**src/rtl/vmux_stream.sv**
```systemverilog
// Registered N:1 operand selector with direct (one word per request) and sweep (all channels in index order) modes.
// Optional build macro VMUX_STREAM_PARITY_EN adds out_parity, the XOR of the word loaded into out_data.
module vmux_stream #(
    parameter int unsigned WIDTH  = 16,
    parameter int unsigned NUM_IN = 4,
    parameter int unsigned SEL_W  = 2
) (
    input  logic                    clk,
    input  logic                    reset_n,
    input  logic [NUM_IN*WIDTH-1:0] in_data,
    input  logic [SEL_W-1:0]        sel,
    input  logic                    req_valid,
    output logic                    req_ready,
    input  logic                    start,
    output logic [WIDTH-1:0]        out_data,
    output logic [SEL_W-1:0]        out_tag,
    output logic                    out_err,
    output logic                    out_valid,
    input  logic                    out_ready,
`ifdef VMUX_STREAM_PARITY_EN
    output logic                    out_parity,
`endif
    output logic                    busy,
    output logic                    done
);

    typedef enum logic {
        ST_IDLE  = 1'b0,
        ST_SWEEP = 1'b1
    } state_t;

    // Parameter sanity checks at elaboration
    if (WIDTH < 1) begin : g_bad_width
        $error("vmux_stream: WIDTH must be >= 1");
    end
    if (NUM_IN < 2 || NUM_IN > 16) begin : g_bad_num_in
        $error("vmux_stream: NUM_IN must be in 2..16");
    end
    if ((64'd1 << SEL_W) < 64'(NUM_IN)) begin : g_bad_sel_w
        $error("vmux_stream: SEL_W too narrow for NUM_IN");
    end

    state_t             r_state;
    logic [SEL_W-1:0]   r_idx;
    logic [WIDTH-1:0]   r_out_data;
    logic [SEL_W-1:0]   r_out_tag;
    logic               r_out_err;
    logic               r_out_valid;
    logic               r_busy;
    logic               r_done;

    logic               w_load_ok;
    logic               w_req_ready;
    logic               w_direct_load;
    logic               w_sweep_load;
    logic               w_load;
    logic               w_last;
    logic [SEL_W-1:0]   w_pick_sel;
    logic [WIDTH-1:0]   w_pick_data;
    logic               w_pick_hit;

    assign w_load_ok     = !r_out_valid || out_ready;
    assign w_req_ready   = (r_state == ST_IDLE) && !start && w_load_ok;
    assign w_direct_load = w_req_ready && req_valid;
    assign w_sweep_load  = (r_state == ST_SWEEP) && w_load_ok;
    assign w_load        = w_direct_load || w_sweep_load;
    assign w_last        = (r_idx == SEL_W'(NUM_IN - 1));
    assign w_pick_sel    = (r_state == ST_SWEEP) ? r_idx : sel;

    // Channel mux; a select with no matching channel yields zero and a miss
    always_comb begin
        w_pick_data = '0;
        w_pick_hit  = 1'b0;
        for (int k = 0; k < int'(NUM_IN); k++) begin
            if (w_pick_sel == SEL_W'(k)) begin
                w_pick_data = in_data[k*WIDTH +: WIDTH];
                w_pick_hit  = 1'b1;
            end
        end
    end

    always_ff @(posedge clk or negedge reset_n) begin
        if (!reset_n) begin
            r_state     <= ST_IDLE;
            r_idx       <= '0;
            r_out_data  <= '0;
            r_out_tag   <= '0;
            r_out_err   <= 1'b0;
            r_out_valid <= 1'b0;
            r_busy      <= 1'b0;
            r_done      <= 1'b0;
        end else begin
            r_done <= 1'b0;

            if (w_load) begin
                r_out_data  <= w_pick_data;
                r_out_tag   <= w_pick_sel;
                r_out_err   <= !w_pick_hit;
                r_out_valid <= 1'b1;
            end else if (out_ready) begin
                r_out_valid <= 1'b0;
            end

            case (r_state)
                ST_IDLE: begin
                    if (start) begin
                        r_state <= ST_SWEEP;
                        r_idx   <= '0;
                        r_busy  <= 1'b1;
                    end
                end
                ST_SWEEP: begin
                    if (w_load_ok) begin
                        if (w_last) begin
                            r_state <= ST_IDLE;
                            r_idx   <= '0;
                            r_busy  <= 1'b0;
                            r_done  <= 1'b1;
                        end else begin
                            r_idx <= r_idx + SEL_W'(1);
                        end
                    end
                end
                default: r_state <= ST_IDLE;
            endcase
        end
    end

`ifdef VMUX_STREAM_PARITY_EN
    logic r_out_parity;

    // Parity follows the loaded word; out-of-range loads carry zero data, hence zero parity
    always_ff @(posedge clk or negedge reset_n) begin
        if (!reset_n) begin
            r_out_parity <= 1'b0;
        end else if (w_load) begin
            r_out_parity <= ^w_pick_data;
        end
    end

    assign out_parity = r_out_parity;
`endif

    assign req_ready = w_req_ready;
    assign out_data  = r_out_data;
    assign out_tag   = r_out_tag;
    assign out_err   = r_out_err;
    assign out_valid = r_out_valid;
    assign busy      = r_busy;
    assign done      = r_done;

endmodule

```
**config.mk**
```make
export PLATFORM = sky130hd
export DESIGN_NAME = vmux_stream
export DESIGN_NICKNAME = d
export VERILOG_FILES = /design/src/rtl/vmux_stream.sv
export SDC_FILE = /design/constraint.sdc
export NUM_CORES = 1
export LEC_CHECK = 0
export ABC_CLOCK_PERIOD_IN_PS = 3700
export CORE_MARGIN = 2
export CORE_UTILIZATION = 38
export CTS_CLUSTER_DIAMETER = 120
export CTS_CLUSTER_SIZE = 8
export DETAILED_ROUTE_END_ITERATION = 10
export PLACE_DENSITY_LB_ADDON = 0.05
export SYNTH_ARGS = -nofsm -noshare
export SYNTH_HDL_FRONTEND = slang
export SYNTH_SLANG_ARGS = --single-unit
export TNS_END_PERCENT = 10
```
**constraint.sdc**
```tcl
create_clock -name clk -period 3.7 [get_ports clk]
set_input_delay 0.37 -clock clk [delete_from_list [all_inputs] [get_ports clk]]
set_output_delay 0.37 -clock clk [all_outputs]
set_load 0.03 [all_outputs]
```
==> results.ini, run 1 <==
[worst_setup_path]
cp_cell_sequence = clkdlybuf4s50_1 -> nor2b_1 -> nor3_1 -> clkdlybuf4s50_1
r2r-start = r_state$_DFF_PN0_
worst_path_largest_cell_delay_ps = 600
critPathSlowestCell = clkdlybuf4s50_1
rrSetupSlack_ps = 1690
cp_num_buf_inv = 2
cp.depth = 4
path_max_fanout = 4
crit_arrival_ps = 1790
rr_endpoint = out_data[12]$_DFFE_PN0P_
worst_path_most_repeated_cell = clkdlybuf4s50_1
ff2ff_path_depth = 5
worstSetupEndpointType = output pin
setup.worst_path.class = input port to output pin
crit_required_ps = 3330
cp-start-kind = input port
critical-path-top-delay-family = buffers and inverters

[power]
finalPower_w = 0.00179
p_leak_nw = 0.943
combPwrFrac = 0.655
ir_drop_mv = 0.382
p_int_w = 0.000977
power_switching_w = 0.000808
switching_share = 0.453
power_density_mw_per_mm2 = 762
p_seq_frac = 0.277
pwr-share-clk = 0.067

[synth]
synth_area_mm2 = 0.00135
ys.warnings.count = 0
syn_nets = 206
synth.most_common_cell = dfrtp_1
async_flop_share = 1.00
yosys.area.top_type = dfrtp_1
synth_cell_type_count = 28
synth_seq_cells = 25
avgSynthCellArea_um2 = 10.1
postSynthCellCount = 134
synth_common_cells = 25 x dfrtp_1, 22 x nor2_1, 13 x mux2i_1, 12 x a221oi_1, 12 x o22ai_1
ys_seq_area_frac = 0.462
yosysTopAreaCellShare = 0.462
synthTopCellsByArea = dfrtp_1 46%, mux2i_1 9.6%, a221oi_1 7.8%
synth_edf_count = 0
synth-main-ff-cell = dfrtp_1

[min_path]
min_to = out_err$_DFFE_PN0P_
hp-start = out_err$_DFFE_PN0P_
hp-class = flip-flop to flip-flop
holdPathStages = 1

[global_routing]
antenna_found_initial = 0
grt_pass1_wl_um = 6530
grt_usage = 0.205
overflow = 0
grt_pass1_vias = 1372
grt_max_degree = 38

[clock_tree]
cts_max_level = 1
cts_tree = yes
ctsHoldBuffers = 0
post-cts-setup-buffer-count = 0
cts_max_path_buffers = 2
cts_resized = 0
clockRootBuffer = clkbuf_4
insertion_delay_ps = 310
clk_pin_slew_ps = 130
numCtsBuffers = 3
cts_sinks = 25

[floorplan]
core.rowCount = 21
die_area_mm2 = 0.00406
core_mm2 = 0.00339
die_w_um = 63.7
dieHeight_um = 63.7
start_util = 0.399
io_pins = 94

[timing]
tns_ps = 0
slew_violations = 0
period_share = 0.583
slew_headroom = 0.254
setup_violations = 0
whs_ps = 517
timing.fmax_mhz = 464
finClkSkew_ps = 5.33
rsz0062_at_grt = no
fin_ws_ps = 1540
final.min_clock_period_ps = 2160
worstMarginPinSlew_ps = 1120
finalHoldViolCount = 0

[finish]
final_util = 0.691
nets = 299
diodes = 0
area_growth_pct = 73.1
fillers = 270
drive_above_1_share = 0.0575

[drt]
vias = 1433
wire_per_inst_um = 14.9
dr.pass1.iters = 5
post-route-drc-count = 0
initialDrtViolationCount = 81
postRouteAntennaNets = 0
viasPerCell = 5.27
routed_wl_um = 4060

[flow_run]
maxCapViolations = 0

[run_status]
outcome = complete, no violations

[placement]
portBuffers = 93
place_congestion = 0.784
dpl_worst_slack_ps = 1410
hpwl_um = 3150

layout by cell type (no fill, tap or decap), drive strengths merged, types with 2 or more instances in the layout:
cell and n:
clkdlybuf4s50 93, dfrtp 25, nor2 22, mux2i 14, o22ai 12, a221oi 12
a21oi 9, nand2 5, mux2 4, a222oi 4, clkbuf 4, o21ai 3
buf 3, nor2b 2, nand2b 2, nand3 2, and2 2
flip-flops by register name (all words and copies together), names as in the netlist:
signal and count:
busy 1, out_tag 2, out_err 1, out_valid 1, r_idx 2, r_state 1
out_data 16, done 1
final cells by class:
| cell class | count | area [um^2] | area share |
|---|---|---|---|
| repair buffers | 96 | 953 | 0.407 |
| well taps | 46 | 57.6 | 0.0246 |
| multi-input cells | 100 | 677 | 0.289 |
| inverters | 1 | 3.75 | 0.00160 |
| flip-flops and latches | 25 | 626 | 0.267 |
| clock buffers | 4 | 26.3 | 0.0112 |
per-layer routing:
metal,routed length [um],up-vias,share of wire,track usage
met5,0,-,0,0
met4,0,0,0,0.0571
met3,321,0,0.079,0.0518
met2,2070,61,0.51,0.345
met1,1670,673,0.41,0.260
li1,-,699,-,-
per-stage QoR:
stage | instances | instance area, um^2
after detailed placement | 268 | 2320
after floorplan | 134 | 1350
after CTS | 272 | 2340
after global routing | 272 | 2340
after global placement | 268 | 2320
final | 272 | 2340
kinds of logic (layout without fill, tap and decap cells):
logic type	count (synthesis)	in the layout	share of synthesized area
AOI/OAI and AO/OA	42	42	0.221
adders and majority gates	1	1	0.00924
and+or+nand+nor	39	39	0.130
DFF	25	25	0.462
muxes	18	18	0.140
buffers and inverters	9	101	0.0379
worst max path at each step:
stage | from | endpoint | slack, ps
5_1_grt | r_state$_DFF_PN0_ | req_ready | 1460
2_1_floorplan | out_valid$_DFFE_PN0P_ | req_ready | 1960
3_5_place_dp | start | out_data[0]$_DFFE_PN0P_ | 1410
4_1_cts | out_ready | req_ready | 1530
3_3_place_gp | start | out_data[13]$_DFFE_PN0P_ | 1500
6_report | out_ready | req_ready | 1540
power groups by stage:
| stage | logic [W] | clock network, W | registers [W] |
|---|---|---|---|
| global placement | 0.00116 | 0 | 0.000499 |
| detailed placement | 0.00118 | 0 | 0.000500 |
| CTS | 0.00118 | 0.000123 | 0.000495 |
| floorplan | 0.000560 | 0 | 0.000697 |
| global route | 0.00127 | 0.000142 | 0.000515 |
| finish | 0.00117 | 0.000120 | 0.000495 |
worst register-to-register path, stage by stage (launching register included):
cell,delay (ps)
dfrtp_1,580
mux2i_2,280
buf_4,240
mux2_2,350
a222oi_1,330
a21oi_1,110
No activity file was read; power rests on OpenSTA's default activity.
==> run 2, diff against run 1 <==
ABC_CLOCK_PERIOD_IN_PS = 2070   (was 3700)
CORE_UTILIZATION = 35   (was 38)
clock period = 2.07 ns   (was 3.7 ns; I/O delays follow)
==> run 2 against run 1 <==
Effect of this change:
- combinational power up 85%
- critical path type is now flip-flop to output pin
- hold slack got worse by 200 ps
- highest routed layer is now met4
- largest power group unchanged
- clock-buffer cell count stayed put
==> results.ini, run 2 (same netlist as run 1, synthesis figures left out) <==
[run_status]
outcome = complete, no violations  ; unchanged

[clock_tree]
ctsHoldBuffers = 0  ; unchanged
cts_tree = yes  ; unchanged
numCtsBuffers = 3  ; unchanged
cts_max_level = 1  ; unchanged
cts_sinks = 25  ; unchanged
cts_max_path_buffers = 2  ; unchanged
clockRootBuffer = clkbuf_8  ; was clkbuf_4
insertion_delay_ps = 260  ; was 310 ps
post-cts-setup-buffer-count = 0  ; unchanged
clk_pin_slew_ps = 80  ; was 130 ps
cts_resized = 0  ; unchanged

[worst_setup_path]
cp-start-kind = flip-flop  ; was input port
crit_required_ps = 1860  ; was 3330 ps
rr_endpoint = out_data[12]$_DFFE_PN0P_  ; unchanged
rrSetupSlack_ps = 270  ; was 1690 ps
endpoint = req_ready  ; unchanged
r2r-start = r_idx[1]$_DFFE_PN0P_  ; was r_state$_DFF_PN0_
crit_arrival_ps = 1760  ; was 1790 ps
cp_cell_sequence = buf_4 -> nor3_1 -> clkdlybuf4s50_1  ; was clkdlybuf4s50_1 -> nor2b_1 -> nor3_1 -> clkdlybuf4s50_1
cp_num_buf_inv = 2  ; unchanged
critPathSlowestCell = clkdlybuf4s50_1  ; unchanged
critical-path-top-delay-family = buffers and inverters  ; unchanged
worst_path_largest_cell_delay_ps = 690  ; was 600 ps
ff2ff_path_depth = 4  ; was 5
setup.worst_path.class = flip-flop to output pin  ; was input port to output pin
cp.depth = 3  ; was 4
worstSetupEndpointType = output pin  ; unchanged
path_max_fanout = 9  ; was 4
crit_start = r_state$_DFF_PN0_  ; was out_ready

[power]
ir_drop_mv = 0.762  ; was 0.382 mV
p_leak_nw = 0.970  ; was 0.943 nW
power_density_mw_per_mm2 = 1390  ; was 762 mW/mm^2

[drt]
wire_per_inst_um = 15.4  ; was 14.9 um
vias = 1446  ; was 1433
routed_wl_um = 4280  ; was 4060 um
postRouteAntennaNets = 0  ; unchanged
dr.pass1.iters = 4  ; was 5
viasPerCell = 5.20  ; was 5.27
initialDrtViolationCount = 76  ; was 81
post-route-drc-count = 0  ; unchanged

[floorplan]
die_w_um = 66.2  ; was 63.7 um
core.rowCount = 22  ; was 21
start_util = 0.367  ; was 0.399
io_pins = 94  ; unchanged
core_mm2 = 0.00369  ; was 0.00339 mm^2
dieHeight_um = 66.2  ; was 63.7 um
die_area_mm2 = 0.00438  ; was 0.00406 mm^2

[placement]
portBuffers = 93  ; unchanged
hpwl_um = 3280  ; was 3150 um
place_congestion = 0.753  ; was 0.784
placed_cell_area_mm2 = 0.00235  ; was 0.00232 mm^2

[flow_run]
maxCapViolations = 0  ; unchanged

[global_routing]
grt_usage = 0.196  ; was 0.205
grt_max_degree = 26  ; was 38
grt_pass1_vias = 1447  ; was 1372
overflow = 0  ; unchanged
grt_pass1_wl_um = 6650  ; was 6530 um
antenna_found_initial = 0  ; unchanged

[timing]
slew_headroom = 0.671  ; was 0.254
tns_ps = 0  ; unchanged
slew_violations = 0  ; unchanged
timing.fmax_mhz = 509
final.min_clock_period_ps = 1970
finalHoldViolCount = 0  ; unchanged
rsz0062_at_grt = no  ; unchanged
period_share = 0.949
worstMarginPinSlew_ps = 489  ; was 1120 ps
finClkSkew_ps = 2.82  ; was 5.33 ps
setup_violations = 0  ; unchanged

[finish]
area_growth_pct = 76.9  ; was 73.1%
final_common_cell = clkdlybuf4s50_1  ; unchanged
fillers = 329  ; was 270
drive_above_1_share = 0.0739  ; was 0.0575
layout_common_cells = 93 x clkdlybuf4s50_1, 25 x dfrtp_1, 22 x nor2_1  ; unchanged
design_area_mm2 = 0.00239  ; was 0.00234 mm^2
largest_reg_flops = 16  ; unchanged
nets = 303  ; was 299
diodes = 0  ; unchanged

[min_path]
hp-class = input port to async pin  ; was flip-flop to flip-flop

[run 2: changes by cell type in the layout (fill, tap and decap cells not counted)]
cell	change
clkbuf_8	+3
clkbuf_4	-3
buf_4	+4
[run 2: worst min-delay path by stage]
stage,to,depth (start not counted)
floorplan,busy$_DFFE_PN0P_,0
global placement,out_tag[0]$_DFFE_PN0P_,2
detailed placement,out_tag[0]$_DFFE_PN0P_,2
CTS,out_data[1]$_DFFE_PN0P_,2
global route,out_data[1]$_DFFE_PN0P_,2
finish,out_data[1]$_DFFE_PN0P_,2
[run 2: stage by stage]
step                total power (W)  hold WS [ps]  utilization  setup slack (ps)  std cells
floorplan                   0.00225         -88.6            -               335        134
global placement            0.00300           487        0.637               126        274
detailed placement          0.00306           499        0.637              69.0        274
CTS                         0.00335           327        0.649              81.2        278
global route                0.00355           351        0.649              1.43        278
finish                      0.00332           320        0.649               105        278
[run 2: final cells by class]
type	count	area, um^2	area share
inverters	1	3.75	0.00157
clock buffers	4	45.0	0.0188
flip-flops and latches	25	626	0.261
well taps	48	60.1	0.0251
repair buffers	100	983	0.411
multi-input cells	100	677	0.283
[run 2: power breakdown]
group / switching [W] / total [W] / internal [W] / leakage (nW)
Clock: 0.000148 / 0.000286 / 0.000137 / 0.0228
Sequential: 0.000147 / 0.000868 / 0.000720 / 0.281
Combinational: 0.00118 / 0.00217 / 0.000987 / 0.667
Total: 0.00148 / 0.00332 / 0.00184 / 0.970
[run 2: routing by layer]
metal / share of wire / track usage / vias to the layer above
met5: 0 / 0 / -
met4: 0.012 / 0.0612 / 0
met3: 0.078 / 0.0358 / 6
met2: 0.50 / 0.358 / 53
met1: 0.41 / 0.230 / 683
li1: - / - / 704
==> run 3, diff against run 2 <==
CORE_ASPECT_RATIO = 1.2   (was not set)
CORE_MARGIN = not set   (was 2)
==> run 3 against run 2 <==
Effect of this change:
- clock power decreased by 2%
- routed wire length up 4.8%
- clock skew about the same
- total power grew 0.39%
- final cell count up 1.4%
- critical path depth unchanged
- sequential power is essentially flat
- sequential share of layout area is 0.054 points lower
- largest cell class unchanged
==> results.ini, run 3 (same netlist as run 1, synthesis figures left out) <==
[run_status]
outcome = complete, no violations  ; unchanged

[finish]
final_common_cell = clkdlybuf4s50_1  ; unchanged
layout_common_cells = 93 x clkdlybuf4s50_1, 25 x dfrtp_1, 22 x nor2_1  ; unchanged
fillers = 320  ; was 329
area_growth_pct = 77.3  ; was 76.9%
largest_reg_flops = 16  ; unchanged
stdcell_count = 282  ; was 278
diodes = 0  ; unchanged
nets = 303  ; unchanged
final_util = 0.655  ; was 0.649
drive_above_1_share = 0.0739  ; unchanged

[timing]
tns_ps = 0  ; unchanged
slew_violations = 0  ; unchanged
period_share = 0.944  ; was 0.949
worstMarginPinSlew_ps = 538  ; was 489 ps
finalHoldViolCount = 0  ; unchanged
slew_headroom = 0.642  ; was 0.671
finClkSkew_ps = 2.76  ; was 2.82 ps
setup_violations = 0  ; unchanged
rsz0062_at_grt = no  ; unchanged
final.min_clock_period_ps = 1950  ; was 1970 ps
timing.fmax_mhz = 512  ; was 509 MHz

[power]
ir_drop_mv = 1.12  ; was 0.762 mV
p_leak_nw = 0.970  ; unchanged
power_density_mw_per_mm2 = 1390  ; about the same
finalPower_w = 0.00334  ; was 0.00332 W

[worst_setup_path]
critPathSlowestCell = clkdlybuf4s50_1  ; unchanged
ff2ff_path_depth = 5  ; was 4
rrSetupSlack_ps = 280  ; was 270 ps
setup.worst_path.class = flip-flop to output pin  ; unchanged
critical-path-top-delay-family = buffers and inverters  ; unchanged
worst_path_largest_cell_delay_ps = 690  ; about the same
r2r-start = r_state$_DFF_PN0_  ; was r_idx[1]$_DFFE_PN0P_
cp-start-kind = flip-flop  ; unchanged
crit_required_ps = 1860  ; about the same
cp_num_buf_inv = 2  ; unchanged
worstSetupEndpointType = output pin  ; unchanged
crit_arrival_ps = 1750  ; was 1760 ps
path_max_fanout = 9  ; unchanged
cp_cell_sequence = buf_4 -> nor3_1 -> clkdlybuf4s50_1  ; unchanged
rr_endpoint = out_data[6]$_DFFE_PN0P_  ; was out_data[12]$_DFFE_PN0P_

[clock_tree]
cts_tree = yes  ; unchanged
numCtsBuffers = 3  ; unchanged
post-cts-setup-buffer-count = 0  ; unchanged
cts_max_level = 1  ; unchanged
cts_sinks = 25  ; unchanged
cts_max_path_buffers = 2  ; unchanged
clk_pin_slew_ps = 80  ; about the same
ctsHoldBuffers = 0  ; unchanged
clockRootBuffer = clkbuf_8  ; unchanged
insertion_delay_ps = 260  ; about the same
cts_resized = 0  ; unchanged

[flow_run]
maxCapViolations = 0  ; unchanged

[min_path]
hp-class = input port to async pin  ; unchanged

[global_routing]
grt_pass1_vias = 1488  ; was 1447
antenna_found_initial = 0  ; unchanged
grt_max_degree = 26  ; unchanged
grt_pass1_wl_um = 6980  ; was 6650 um
grt_usage = 0.221  ; was 0.196
overflow = 0  ; unchanged

[placement]
portBuffers = 93  ; unchanged
placed_cells = 278  ; was 274
hpwl_um = 3510  ; was 3280 um
place_congestion = 0.741  ; was 0.753

[floorplan]
io_pins = 94  ; unchanged
core.rowCount = 24  ; was 22
dieHeight_um = 70.1  ; was 66.2 um
core_mm2 = 0.00366  ; was 0.00369 mm^2
die_w_um = 58.8  ; was 66.2 um
die_area_mm2 = 0.00412  ; was 0.00438 mm^2
start_util = 0.370  ; was 0.367

[drt]
vias = 1473  ; was 1446
wire_per_inst_um = 15.9  ; was 15.4 um
dr.pass1.iters = 4  ; unchanged
post-route-drc-count = 0  ; unchanged
viasPerCell = 5.22  ; was 5.20
postRouteAntennaNets = 0  ; unchanged
initialDrtViolationCount = 52  ; was 76
routed_wl_um = 4490  ; was 4280 um

-- run 3: cell counts in the layout (fill, tap and decap cells not counted) --
No cell type changed its count.
-- run 3: how the worst max path moves through the flow --
stage | from | end | slack [ps] | depth (start not counted)
after CTS | r_state$_DFF_PN0_ | req_ready | 80 | 3
final | r_state$_DFF_PN0_ | req_ready | 120 | 3
after global routing | r_state$_DFF_PN0_ | req_ready | 20 | 3
after global placement | sel[0] | out_data[15]$_DFFE_PN0P_ | 120 | 5
after floorplan | r_idx[1]$_DFFE_PN0P_ | out_data[12]$_DFFE_PN0P_ | 330 | 4
after detailed placement | sel[0] | out_data[15]$_DFFE_PN0P_ | 90 | 5
-- run 3: cell type report --
cell class | count | area, um^2 | area share
clock buffers | 4 | 45.0 | 0.0188
inverters | 1 | 3.75 | 0.00156
multi-input cells | 100 | 677 | 0.282
flip-flops and latches | 25 | 626 | 0.261
well taps | 52 | 65.1 | 0.0271
repair buffers | 100 | 983 | 0.410
-- run 3: metrics by stage --
step | worst slack (ps) | hold WS (ps) | area, um^2
6_report | 116 | 329 | 2400
5_1_grt | 24.0 | 372 | 2400
4_1_cts | 81.1 | 336 | 2400
3_5_place_dp | 89.2 | 509 | 2350
3_3_place_gp | 125 | 482 | 2350
2_1_floorplan | 335 | -88.6 | 1350
-- run 3: metal layers --
| metal | track usage | wire length [um] | up-vias |
|---|---|---|---|
| li1 | - | - | 705 |
| met1 | 0.247 | 1720 | 701 |
| met2 | 0.412 | 2380 | 61 |
| met3 | 0.0481 | 332 | 6 |
| met4 | 0.0503 | 52 | 0 |
| met5 | 0 | 0 | - |
-- run 3: power by group --
part / switching [W] / internal (W) / total (W)
combinational: 0.00120 / 0.000987 / 0.00219
sequential: 0.000147 / 0.000720 / 0.000868
clock: 0.000142 / 0.000137 / 0.000279
